--- src/rtl/cfc_sequencer.sv ---
// cfc_sequencer: drives a four-lane MAC coprocessor through one
// 3x3 convolution pass (RESET, 36 tap-major MULs, GET).
module cfc_sequencer #(
  parameter int TIMEOUT = 16
) (
  input  logic        clock,
  input  logic        reset_n,
  input  logic        start,
  input  logic        win_we,
  input  logic [3:0]  win_addr,
  input  logic [7:0]  win_data,
  input  logic        coef_we,
  input  logic [5:0]  coef_addr,
  input  logic [7:0]  coef_data,
  output logic [1:0]  cmd_op,
  output logic [1:0]  cmd_index,
  output logic [7:0]  cmd_a,
  output logic [7:0]  cmd_b,
  input  logic        cmd_done,
  input  logic [31:0] cmd_data,
  output logic        busy,
  output logic [31:0] result,
  output logic        result_valid,
  output logic        error
);

  localparam int TW = $clog2(TIMEOUT + 1);

  localparam logic [1:0] OP_NOP = 2'd0;
  localparam logic [1:0] OP_RST = 2'd1;
  localparam logic [1:0] OP_MUL = 2'd2;
  localparam logic [1:0] OP_GET = 2'd3;

  localparam logic [5:0] T_LAST = 6'd37;

  typedef enum logic [1:0] {
    IDLE,
    ISSUE,
    WAIT,
    FINISH
  } state_e;

  state_e          state, state_nx;
  logic [5:0]      t, t_nx;
  logic [TW-1:0]   wait_cnt, wait_nx;
  logic            error_nx;
  logic [31:0]     result_nx;

  logic [7:0]      pix  [9];
  logic [7:0]      coef [4][9];

  logic [5:0]      m;
  logic [3:0]      tap;
  logic [1:0]      lane;
  logic            wr_ok;

  assign busy         = (state != IDLE);
  assign result_valid = (state == FINISH);
  assign wr_ok        = (state == IDLE);

  // MUL number m = t-1 splits into tap (outer) and lane (inner)
  assign m    = t - 6'd1;
  assign tap  = m[5:2];
  assign lane = m[1:0];

  // Operand storage; only writable while idle, taps 9..15 dropped
  always_ff @(posedge clock or negedge reset_n) begin
    if (!reset_n) begin
      for (int k = 0; k < 9; k++) begin
        pix[k] <= '0;
        for (int l = 0; l < 4; l++) coef[l][k] <= '0;
      end
    end else if (wr_ok) begin
      if (win_we && win_addr < 4'd9)
        pix[win_addr] <= win_data;
      if (coef_we && coef_addr[3:0] < 4'd9)
        coef[coef_addr[5:4]][coef_addr[3:0]] <= coef_data;
    end
  end

  // Command bus: operands follow t through ISSUE and WAIT
  always_comb begin
    cmd_op    = OP_NOP;
    cmd_index = '0;
    cmd_a     = '0;
    cmd_b     = '0;
    if (state == ISSUE || state == WAIT) begin
      unique case (1'b1)
        (t == 6'd0): begin
          if (state == ISSUE) cmd_op = OP_RST;
        end
        (t == T_LAST): begin
          if (state == ISSUE) cmd_op = OP_GET;
        end
        default: begin
          if (state == ISSUE) cmd_op = OP_MUL;
          cmd_index = lane;
          cmd_a     = pix[tap];
          cmd_b     = coef[lane][tap];
        end
      endcase
    end
  end

  // Sequencing, completion capture and WAIT timeout
  always_comb begin
    state_nx  = state;
    t_nx      = t;
    wait_nx   = wait_cnt;
    error_nx  = error;
    result_nx = result;
    unique case (state)
      IDLE: begin
        if (start) begin
          state_nx = ISSUE;
          t_nx     = '0;
          error_nx = 1'b0;
        end
      end
      ISSUE: begin
        state_nx = WAIT;
        wait_nx  = '0;
      end
      WAIT: begin
        if (cmd_done) begin
          if (t == T_LAST) begin
            result_nx = cmd_data;
            state_nx  = FINISH;
          end else begin
            t_nx     = t + 6'd1;
            state_nx = ISSUE;
          end
        end else if (wait_cnt == TW'(TIMEOUT - 1)) begin
          error_nx = 1'b1;
          state_nx = IDLE;
        end else begin
          wait_nx = wait_cnt + 1'b1;
        end
      end
      FINISH: state_nx = IDLE;
      default: state_nx = IDLE;
    endcase
  end

  // State register
  always_ff @(posedge clock or negedge reset_n) begin
    if (!reset_n) begin
      state    <= IDLE;
      t        <= '0;
      wait_cnt <= '0;
      error    <= 1'b0;
      result   <= '0;
    end else begin
      state    <= state_nx;
      t        <= t_nx;
      wait_cnt <= wait_nx;
      error    <= error_nx;
      result   <= result_nx;
    end
  end

endmodule

--- config.mk ---
export PLATFORM = sky130hd
export DESIGN_NAME = cfc_sequencer
export DESIGN_NICKNAME = d
export VERILOG_FILES = /design/src/rtl/cfc_sequencer.sv
export SDC_FILE = /design/constraint.sdc
export NUM_CORES = 1
export LEC_CHECK = 0
export CAP_MARGIN = 20
export CORE_MARGIN = 2
export CORE_UTILIZATION = 60
export DETAILED_ROUTE_END_ITERATION = 10
export PLACE_DENSITY = 0.81
export SLEW_MARGIN = 20
export SYNTH_ARGS = -nofsm -noshare
export SYNTH_HDL_FRONTEND = slang
export SYNTH_SLANG_ARGS = --single-unit
export TNS_END_PERCENT = 5
--- constraint.sdc ---
create_clock -name clock -period 4.2 [get_ports clock]
set_input_delay 0.42 -clock clock [delete_from_list [all_inputs] [get_ports clock]]
set_output_delay 0.42 -clock clock [all_outputs]
set_load 0.02 [all_outputs]
**Yosys cells after proc, flatten, opt, wreduce, memory -nomap -nowiden**

Index checks and enable logic that the tools add are counted.

- Register bits after elaboration: 406
- Bits of input ports: 64
- Output and inout bits: 55

- $add $sub $neg: 3
- $lt $le $gt $ge: 10
- Equal/unequal tests: 12
- Multiplexer cells: 44
- Bitwise logic cells: 5
- Reduce and logical (&&, ||, !) cells: 19

Operators with widths:

| operator | count |
|---|---|
| $bwmux 288 | 1 |
| $mux 72 | 3 |
| $bmux 72 s2 | 1 |
| $demux 72 s2 | 1 |
| $mux 8 | 10 |
| $bwmux 72 | 1 |
| $bmux 8 s4 | 2 |
| $demux 8 s4 | 2 |
| $mux 2 | 9 |
| $mux 6 | 3 |
| $ge 5x5->1 const B | 3 |
| $not 4->5 | 3 |
| $pmux 6 s2 | 1 |
| $lt 5x1->1 const B | 2 |
| $mux 5 | 2 |
| $ne 2x2->1 const B | 5 |
| $pmux 5 s2 | 1 |
| $lt 4x4->1 const B | 2 |
| $pmux 2 s4 | 1 |
| $reduce_and 4->1 | 2 |
| $add 6x1->6 const B | 1 |
| $eq 6x6->1 const B | 1 |
| $ge 3x3->1 const B | 2 |
| $logic_not 6->1 | 1 |
| 19 further kinds | 33 |

**Depth between registers and ports, before layout**

Gate-level depths: netlist (run 1).

- Word-level depth: 10
- Mapped depth: 14
- Depth with buffers taken out: 8

**Worst setup path after synthesis (run 1)**

Ideal clock, no wire load.

- Path type: flip-flop to output port
- Start: reg t[0]
- End: out cmd_b[0]
- Arrival: 2.723 ns
- Data required time: 3.780 ns
- Path slack: 1.057 ns
- Cell stages (with the launch flop): 13
- Buffers on the path: 6
- Cell sequence: dfrtp_1 > buf_6 > buf_6 > buf_6 > inv_1 > ha_1 > buf_2 > buf_4 > clkbuf_1 > mux4_2 > nor2_1 > o22ai_1 > a32o_1

- Cells in the longest elaborated chain, start to end: 10
- Elaborated cells between the ends (all ways): 14

RTL lines:

| element | line | RTL |
|---|---|---|
| start, declared | 44 | `logic [5:0] t, t_nx;` |
| start signal, assigned | 155 | `t <= t_nx;` |
| $sub 6x1->6 | 62 | `assign m = t - 6'd1;` |
| $not 2->3 (implied by the code) | 99 | `cmd_b = coef[lane][tap];` |
| $bmux 72 s2 | 99 |  |
| $mux 72 (implied by the code) (2 in series) | 99 |  |
| $bmux 8 s4 | 99 |  |
| $mux 8 (implied by the code) (2 in series) | 99 |  |
| $mux 8 (*) | 88 | `unique case (1'b1)` |
| $mux 8 (*) | 87 | `if (state == ISSUE \|\| state == WAIT) begin` |
| end, declared | 18 | `output logic [7:0] cmd_b,` |

Mark *: on every way between the ends. The rest lies on a longest branch, timed or not. The select of a mux whose other input is x is not followed.

**Worst setup path in the final report (run 1)**

- Start: reg t[0]
- End: out cmd_b[1]

Same word-level chain as after synthesis.

==> results.yml, run 1 <==
final_layout:
  n_fill_cell: 2085
  antennaDiodeCount: 0
  final_layout_size_suffix_gt1_share_pct: 40.90
  syn2layout_area_growth_pct: 16.42
  nets: 1554
  finish.utilization_pct: 70.64
  fin_cells: 1913
power_and_ir_drop:
  p_leak_nw: 10.15
  clockPowerShare_pct: 29.1
  combinational_power_share_pct: 31.6
  max-vdd-ir-drop_mv: 0.3586
  seqPwrFrac_pct: 39.3
  power_switching_share_pct: 31.72
  internal_power_w: 0.008827
  power.density_mw_per_mm2: 581.5
  p_sw_w: 0.004101
synth:
  synth-seq-area-share_pct: 53.20
  yosys_register_bits: 406
  synth_commonest_cells: "406 x dfrtp_1, 389 x mux2_2, 120 x nand2_1"
  postSynthNetCount: 1431
  yosysTopAreaCellShare_pct: 53.20
  synth_largest_area_cell: "dfrtp_1"
  syn-cell-area_sq_mm: 0.01910
  yosys_warnings: 0
  postSynthAreaPerCell_sq_um: 14.07
  synth_enable_flop_cells: 0
  synth_cell_types: 64
  post_synth_main_area_contributors: "dfrtp_1 53%, mux2_2 23%, mux4_2 7.3%, nand2_1 2.4%, mux2i_1 1.1%"
  postSynth.asyncResetShare_pct: 100.0
  synthMostInstantiatedCell: "dfrtp_1"
  synthesis.instances: 1357
  synthFlopType: "dfrtp_1"
critical_path:
  worstSetupEndpointType: "output port"
  worst_setup_path_start_kind: "register"
  arrival_ns: 3.66
  timing.setup.critical_path_class: "reg -> out"
  critical_path_required_ns: 3.78
  timing.critical_path.fanout_max: 9
outcome:
  status: "finished clean"
clock_network:
  clkLatencyLatePin_ns: 0.54
  clk_transition_reported_paths_ns: 0.06
  clock_tree.buffer_depth: 3
  clockRootBuffer: "clkbuf_16"
  htree_levels: 2
  cts-buffers-inserted: 42
  cts_tree: "done"
  cts.sinks: 406
floorplan:
  initial_util_pct: 60.68
  die-area_sq_mm: 0.03327
  die-width_um: 182.4
  coreArea_sq_mm: 0.03147
  floorplan.rows: 65
  die_h_um: 182.4
  ioPinCount: 119
detailed_routing:
  drt_drc_violations_left: 0
  iteration_0_drc_markers: 1037
  route.final.wire_length_mm: 44.84
  ant_nets: 0
  vias_per_cell: 6.247
  post_dr_wirelength_cell_um: 23.44
  detailroute.via_count: 11950
  drt_first_pass_iters: 7
global_routing:
  first_global_vias: 12650
  grt_antenna_before_repair: 1
  grt_overflow: 0
  total_global_route_track_usage_pct: 27.74
  grt_start_max_net_pins: 148
  grt_first_pass_wirelength_mm: 71.63
placement:
  count_of_input_and_output_buffers: 118
  dp.final_hpwl_mm: 29.09
  globalplace.congestion: 0.9597
  dpl.cell_count: 1829
timing:
  setup_repair_after_global_routing_missed_its_margin: "yes"
  finalWorstPathRequiredPeriod_ns: 4.081
  max_freq_mhz: 245.0
  fin_crit_sh_pct: 97.17
  slew_headroom_pct: 45.56
  skew_ns: 0.01805
  timing.final.max_slew_violations: 0
  timing.final.hold_violations: 0
  worst_slew_pin_slew_ns: 0.8130
  report.final.setup_viol: 0
  holdWs_ns: 0.4770
min_path:
  hold_path_class: "in -> async"
flow_run:
  timing.max_cap.violations: 0
-- metrics by stage --
step,total power (W),setup WS (ns),TNS [ns],area [sq um]
after detailed placement,0.009007,0.4598,0,20690
after CTS,0.01280,0.01171,0,22120
after global placement,0.008867,0.5085,0,20690
after floorplan,0.007804,1.057,0,19100
after global routing,0.01350,-0.02661,-0.06582,22230
final,0.01293,0.1190,0,22230
-- final cells by class --
class,instances,area (sq um),share of cell area (%)
flip-flops and latches,406,10160,45.72
multi-input cells,862,8563,38.51
clock inverters,13,151.4,0.6809
clock buffers,62,1246,5.605
well taps,402,503.0,2.262
repair buffers,159,1572,7.068
inverters,9,33.78,0.1519
-- routing by layer --
metal  vias to the layer above  track usage, %  routed length [um]
met5                         -               0                   0
met2                       387           44.21               21040
li1                       5228               -                   -
met1                      6219           38.70               19440
met3                       117           4.829                2627
met4                         0           10.45                1741
-- final timing paths --
check | to | cells after the start | startpoint | slack (ns)
worst max-delay path | cmd_b[1] | 10 | t[0] | 0.12
worst min-delay path | wait_cnt[3] | 2 | reset_n | 0.48
worst max register to register | coef[184] | 8 | state[1] | 1.34
worst min register to register | result[4] | 1 | result[4] | 0.49
max in group asynchronous | result[10] | 3 | reset_n | 2.54
min in group clock | result[4] | 1 | result[4] | 0.49
-- state kept, by name (all words and copies together) (netlist names) --
name	count
t	6
result	32
error	1
coef	288
wait_cnt	5
state	2
pix	72
-- worst max-delay path: stages, from the launching register on --
cell,delay (ns)
dfrtp_4,0.48
inv_1,0.22
ha_4,0.28
buf_4,0.18
or3b_1,0.35
a21oi_1,0.18
a21oi_1,0.09
o22ai_4,0.27
a32oi_1,0.19
a32o_1,0.33
clkdlybuf4s50_1,0.55
-- logic make-up after synthesis --
kind of cell / Yosys count / synth area share, %
AO/OA/AOI/OAI: 86 / 3.282
XOR/XNOR: 14 / 0.9565
adder cells (fa/ha/maj): 10 / 0.6551
buffers and inverters: 90 / 2.411
flip-flops: 406 / 53.20
multiplexers: 478 / 31.86
AND/OR/NAND/NOR: 273 / 7.639
-- repair_timing --
action                                  in CTS  in global routing
buffers inserted                             0                  7
pin swaps                                    1                  2
endpoints found under the setup margin      16                 16
endpoints found under the hold margin       85                  0
gates cloned                                 1                  0
hold buffers                                 1                  0
resized for setup                            1                  8
-- cells in the final DEF, fill, tap and decap left out, types with 12 or more instances in the layout --
cell             instances
o22ai_1                 13
nand4_1                 12
nand3_1                 31
mux2i_1                 21
clkbuf_16               42
mux4_2                  62
clkdlybuf4s50_1        117
a21oi_1                 13
nor2_1                  40
nor2_2                  15
dfrtp_1                404
nand2_1                120
buf_4                   34
clkbuf_8                12
mux2_2                 389
-- power by group through the flow --
stage               combinational (W)  sequential (W)  clock (W)
floorplan                     0.00282         0.00498          0
detailed placement            0.00388         0.00513          0
finish                        0.00408         0.00508    0.00376
global placement              0.00379         0.00508          0
CTS                           0.00393         0.00507    0.00380
global route                  0.00436         0.00517    0.00398
No activity file was read; power rests on OpenSTA's default activity.
==> inputs of run 2 (changes only) <==
--- a/config.mk
+++ b/config.mk
@@ -5,7 +5,6 @@
 export SDC_FILE = /design/constraint.sdc
 export NUM_CORES = 1
 export LEC_CHECK = 0
-export CAP_MARGIN = 20
 export CORE_MARGIN = 2
 export CORE_UTILIZATION = 60
 export DETAILED_ROUTE_END_ITERATION = 10
==> results of run 2 <==
The final DEF is identical to that of run 1; final timing and power are the same.
==> inputs of run 3 (changes only) <==
--- a/config.mk
+++ b/config.mk
@@ -13,4 +13,4 @@
 export SYNTH_ARGS = -nofsm -noshare
 export SYNTH_HDL_FRONTEND = slang
 export SYNTH_SLANG_ARGS = --single-unit
-export TNS_END_PERCENT = 5
+export TNS_END_PERCENT = 10
==> results of run 3 <==
The final DEF is identical to that of run 1; final timing and power are the same.
